## src/rtl/bcedn_frame_sched.sv

```systemverilog
// Frame sequencer in front of BCEDN_TOP: start pulse, FRAME_WORDS-word stream,
// done wait with timeout, completed-frame count and sticky error flags.
module bcedn_frame_sched #(
    parameter int DATA_IN_WIDTH = 16,
    parameter int FRAME_WORDS   = 1024,
    parameter int WCNT_W        = 11,
    parameter int TIMEOUT_CYC   = 65535,
    parameter int TO_W          = 16,
    parameter int FCNT_W        = 16
) (
    input  logic                     clk,
    input  logic                     rst,
    input  logic                     frame_req,
    input  logic                     src_valid,
    input  logic [DATA_IN_WIDTH-1:0] src_data,
    output logic                     src_ready,
    input  logic                     acc_rdy,
    input  logic                     acc_pad,
    input  logic                     acc_done,
    output logic                     acc_start,
    output logic                     acc_in_en,
    output logic [DATA_IN_WIDTH-1:0] acc_data_in,
    output logic                     busy,
    output logic [FCNT_W-1:0]        frame_cnt,
    output logic                     proto_err,
    output logic                     timeout_err
);

    typedef enum logic [1:0] {
        IDLE,
        START,
        STREAM,
        WAIT_DONE
    } state_t;

    localparam logic [WCNT_W-1:0] LAST_WORD = WCNT_W'(FRAME_WORDS - 1);
    localparam logic [TO_W-1:0]   TO_LAST   = TO_W'(TIMEOUT_CYC - 1);

    state_t                   state_q, state_d;
    logic [WCNT_W-1:0]        wcnt_q, wcnt_d;
    logic [TO_W-1:0]          tcnt_q, tcnt_d;
    logic [FCNT_W-1:0]        fcnt_q, fcnt_d;
    logic                     start_q, start_d;
    logic                     in_en_q, in_en_d;
    logic [DATA_IN_WIDTH-1:0] data_q, data_d;
    logic                     proto_q, proto_d;
    logic                     tmo_q, tmo_d;
    logic                     accept;

    assign src_ready   = (state_q == STREAM) & ~acc_pad;
    assign accept      = src_valid & src_ready;
    assign acc_start   = start_q;
    assign acc_in_en   = in_en_q;
    assign acc_data_in = data_q;
    assign busy        = (state_q != IDLE);
    assign frame_cnt   = fcnt_q;
    assign proto_err   = proto_q;
    assign timeout_err = tmo_q;

    always_comb begin
        state_d = state_q;
        wcnt_d  = wcnt_q;
        tcnt_d  = tcnt_q;
        fcnt_d  = fcnt_q;
        start_d = 1'b0;
        in_en_d = 1'b0;
        data_d  = '0;
        proto_d = proto_q;
        tmo_d   = tmo_q;
        case (state_q)
            IDLE: begin
                if (frame_req & acc_rdy) begin
                    state_d = START;
                    start_d = 1'b1;
                end
            end
            START: begin
                wcnt_d = '0;
                if (acc_done) begin
                    proto_d = 1'b1;
                    state_d = IDLE;
                end else begin
                    state_d = STREAM;
                end
            end
            STREAM: begin
                // An early done aborts; a word taken in the same cycle is discarded.
                if (acc_done) begin
                    proto_d = 1'b1;
                    state_d = IDLE;
                end else if (accept) begin
                    in_en_d = 1'b1;
                    data_d  = src_data;
                    wcnt_d  = wcnt_q + 1'b1;
                    if (wcnt_q == LAST_WORD) begin
                        state_d = WAIT_DONE;
                        tcnt_d  = '0;
                    end
                end
            end
            WAIT_DONE: begin
                tcnt_d = tcnt_q + 1'b1;
                if (acc_done) begin
                    fcnt_d  = fcnt_q + 1'b1;
                    state_d = IDLE;
                end else if (tcnt_q == TO_LAST) begin
                    tmo_d   = 1'b1;
                    state_d = IDLE;
                end
            end
            default: state_d = IDLE;
        endcase
    end

    always_ff @(posedge clk) begin
        if (!rst) begin
            state_q <= IDLE;
            wcnt_q  <= '0;
            tcnt_q  <= '0;
            fcnt_q  <= '0;
            start_q <= 1'b0;
            in_en_q <= 1'b0;
            data_q  <= '0;
            proto_q <= 1'b0;
            tmo_q   <= 1'b0;
        end else begin
            state_q <= state_d;
            wcnt_q  <= wcnt_d;
            tcnt_q  <= tcnt_d;
            fcnt_q  <= fcnt_d;
            start_q <= start_d;
            in_en_q <= in_en_d;
            data_q  <= data_d;
            proto_q <= proto_d;
            tmo_q   <= tmo_d;
        end
    end

endmodule

```

## config.mk

```make
export PLATFORM = sky130hd
export DESIGN_NAME = bcedn_frame_sched
export DESIGN_NICKNAME = d
export VERILOG_FILES = /design/src/rtl/bcedn_frame_sched.sv
export SDC_FILE = /design/constraint.sdc
export NUM_CORES = 1
export LEC_CHECK = 0
export ABC_CLOCK_PERIOD_IN_PS = 2300
export CORE_UTILIZATION = 33
export CTS_CLUSTER_DIAMETER = 80
export CTS_CLUSTER_SIZE = 10
export DETAILED_ROUTE_END_ITERATION = 12
export DONT_BUFFER_PORTS = 1
export HOLD_SLACK_MARGIN = 0.03
export PLACE_DENSITY_LB_ADDON = 0.08
export SLEW_MARGIN = 20
export SYNTH_ARGS = -nofsm -noshare
export SYNTH_HDL_FRONTEND = slang
export SYNTH_SLANG_ARGS = --single-unit
```

## constraint.sdc

```tcl
create_clock -name clk -period 2.3 [get_ports clk]
set_clock_uncertainty 0.2 [all_clocks]
set_input_delay 0.345 -clock clk [delete_from_list [all_inputs] [get_ports clk]]
set_output_delay 0.345 -clock clk [all_outputs]
set_load 0.005 [all_outputs]
```

==> results.sh <==
export IMPL_outcome="finished clean"
export IMPL_path_cells="inv_1 > ha_1 > and4bb_2 > nand4_1 > buf_12 > a2111oi_1 > o31a_1"
export IMPL_yosys_area_share_adder_pct=3.65
export IMPL_crit_arrival_ns=2.18
export IMPL_cts_buffers=9
export IMPL_setup_tns_ns=0
export IMPL_grt_ovfl_total=0
export IMPL_dp_worst_setup_slack_ns=0.167
export IMPL_syn_nets=383
export IMPL_wl_mm=7.30
export IMPL_n_antenna_cell=0
export IMPL_cts_tree="built"
export IMPL_syn_area_um2=3090
export IMPL_path_delay_family="compound AO/OA/AOI/OAI gates"
export IMPL_synth_yosys_seq_area_share_pct=42.1
export IMPL_core_um2=8890
export IMPL_drt_pass1_iter_count=4
export IMPL_setup_viol=0
export IMPL_nets=403
export IMPL_start_util_pct=34.7
export IMPL_cap_violations=0
export IMPL_ys_types=48
export IMPL_grt_max_degree=36
export IMPL_rsz0062_at_grt="no"
export IMPL_hold_start="acc_done"
export IMPL_grt_pass1_wl_mm=12.3
export IMPL_via_per_inst=5.35
export IMPL_fp_dieH_um=98.7
export IMPL_antenna_found_initial=0
export IMPL_cp_end_kind="register"
export IMPL_drt_iter0_drc=92
export IMPL_reg2reg_from="state_q[0]"
export IMPL_startpoint_type="register"
export IMPL_rr_endpoint="tcnt_q[6]"
export IMPL_cp_max_fo=21
export IMPL_fp_dieW_um=98.7
export IMPL_hpwlAfterDp_mm=4.87
export IMPL_layout_setup_ws_ns=0.199
export IMPL_fill_cells=899
export IMPL_clockRootBuffer="clkbuf_8"
export IMPL_clock_latency_ns=0.34
export IMPL_holdPathEnd="frame_cnt[2]"
export IMPL_fmax_ghz=0.476
export IMPL_regArea_um2=1300
export IMPL_powerDensity_nw_per_um2=596
export IMPL_tightest_slew_ns=0.523
export IMPL_post_route_util_pct=40.6
export IMPL_critPathBufInv=2
export IMPL_drc=0
export IMPL_rrSetupSlack_ns=0.20
export IMPL_leakage_nw=1.29
export IMPL_hold_class="primary input to register"
export IMPL_worstRegToRegCells=7
export IMPL_synthMuxAreaShare_pct=3.89
export IMPL_timing_final_crit_period_ns=2.10
export IMPL_ios=61
export IMPL_multi_input_area_um2=1630
export IMPL_synth_top_family_by_area="simple AND/OR/NAND/NOR gates"
export IMPL_gp_congestion=0.792
export IMPL_antenna_left=0
export IMPL_wire_per_inst_um=15.1
export IMPL_yosys_area_share_simple_pct=25.3
export IMPL_cp_slowest_cell="a2111oi_1"
export IMPL_cp_depth=7
export IMPL_drv_slew=0
export IMPL_drive_gt1_share_pct=9.31
export IMPL_cts_buffer_depth=2
export IMPL_synth_avg_cell_area_um2=8.80
export IMPL_hold_viol_final=0
export IMPL_cts_sinks=65
export IMPL_slowest_delay_ns=0.40
export IMPL_grt_pass1_vias=2500
export IMPL_post_cts_buffers=0
export IMPL_grt_usage_pct=15.8
export IMPL_whs_ns=0.0541
export IMPL_area_growth_syn_to_layout_pct=17.0
export IMPL_slew_headroom_pct=65.1
export IMPL_row_count=34
export IMPL_holdPathStages=3
export IMPL_post_route_period_util_pct=91.4
export IMPL_worstPathRequired_ns=2.38
export IMPL_peakVddDrop_uv=281
export IMPL_routed_via_count=2588
export IMPL_io_buffers=0
export IMPL_cts_max_level=3
export IMPL_yosys_warnings=0
export IMPL_ys_ff_latch=65
export IMPL_synthCells=351
export IMPL_final_common_cell="dfxtp_1"
export IMPL_clk_pin_slew_worst_paths_ns=0.08
export IMPL_crit_type="register to register"
export IMPL_synth_edf_count=0
export IMPL_synth_ff_type="dfxtp_1"
export IMPL_die_area_um2=9750
export IMPL_synth_xor_area_share_pct=3.40
export IMPL_synth_compound_area_share_pct=16.5
export IMPL_final_cell_mix="dfxtp_1 (65), nor2_1 (28), a21oi_1 (28)"
export IMPL_async_flop_share_pct=0
stage by stage:
| stage | total power [mW] | cell area, um2 | cells |
|---|---|---|---|
| CTS | 2.18 | 3610 | 484 |
| detailed placement | 1.25 | 3210 | 447 |
| global route | 2.26 | 3610 | 484 |
| global placement | 1.25 | 3210 | 447 |
| floorplan | 1.23 | 3090 | 351 |
| finish | 2.15 | 3610 | 484 |
cell families after synthesis:
| family | after synthesis |
|---|---|
| adders and majority gates | 9 |
| xor gates and xnor gates | 12 |
| and+or+nand+nor | 136 |
| AOI/OAI and AO/OA | 82 |
| buffers and inverters | 35 |
| muxes | 12 |
| DFF | 65 |
worst max-delay path by stage:
stage	from	endpoint	slack (ns)
3_5_place_dp	state_q[0]	tcnt_q[6]	0.17
2_1_floorplan	state_q[0]	tcnt_q[2]	0.30
4_1_cts	state_q[0]	tcnt_q[6]	0.15
3_3_place_gp	state_q[1]	wcnt_q[7]	0.25
5_1_grt	state_q[0]	tcnt_q[10]	0.03
6_report	state_q[0]	tcnt_q[6]	0.20
cell type report:
| cell class | instances | share of cell area [%] |
|---|---|---|
| sequential | 65 | 36.0 |
| clock buffer | 9 | 3.43 |
| clock inverter | 7 | 1.49 |
| multi-input combinational | 251 | 45.1 |
| timing repair buffer | 34 | 9.14 |
| inverter | 10 | 1.04 |
| tap | 108 | 3.74 |
power by group:
part / internal, mW / switching (mW)
logic: 0.0535 / 0.0684
clock network: 0.398 / 0.496
registers: 1.13 / 0.00541
worst register-to-register path, stage by stage, from the launching register on:
cell and delay, ns:
dfxtp_1 0.33, inv_1 0.13, ha_1 0.21, and4bb_2 0.25
nand4_1 0.16, buf_12 0.20, a2111oi_1 0.40, o31a_1 0.16
Yosys cell counts (all sizes together) (2+ instances only):
cell type  instances  area share (%)
a211oi             3            0.73
nand3             18             3.3
nor2              28             3.4
and2               3            0.61
nand4             12             3.1
ha                 9             3.6
inv                8            0.97
buf                9             1.9
clkinv             2            0.24
o2111ai            2            0.57
o31ai              5             1.2
mux2i             12             3.9
nor3b              3            0.89
or4                6             1.5
dfxtp             65              42
a21o               2            0.49
nor3               3            0.49
and3              21             4.3
or3                8             1.6
o21ai             20             3.2
a21oi             28             4.5
o211ai            13             3.2
xnor2              3            0.85
xor2               9             2.6
and4               7             2.0
nand2             21             2.6
nand3b             2            0.49
clkbuf            16             1.9
repair_timing:
item / 4_1_cts / 5_1_grt
hold buffers: 21 / 0
endpoints found under the hold margin: 37 / 0
setup endpoints to repair: 0 / 1
gates resized for setup: 0 / 1
sequential cells by signal, summed over array words and instances (netlist names):
name         cells
timeout_err      1
tcnt_q          16
state_q          2
proto_err        1
acc_data_in     16
acc_start        1
acc_in_en        1
frame_cnt       16
wcnt_q          11
per-layer routing:
metal / vias up / track usage [%] / wire length (um)
li1: 1323 / - / -
met1: 1197 / 20.0 / 3620
met2: 61 / 26.1 / 3300
met3: 7 / 3.55 / 298
met4: 0 / 6.08 / 84
met5: - / 0 / 0
Power figures use the tool's default switching activity.
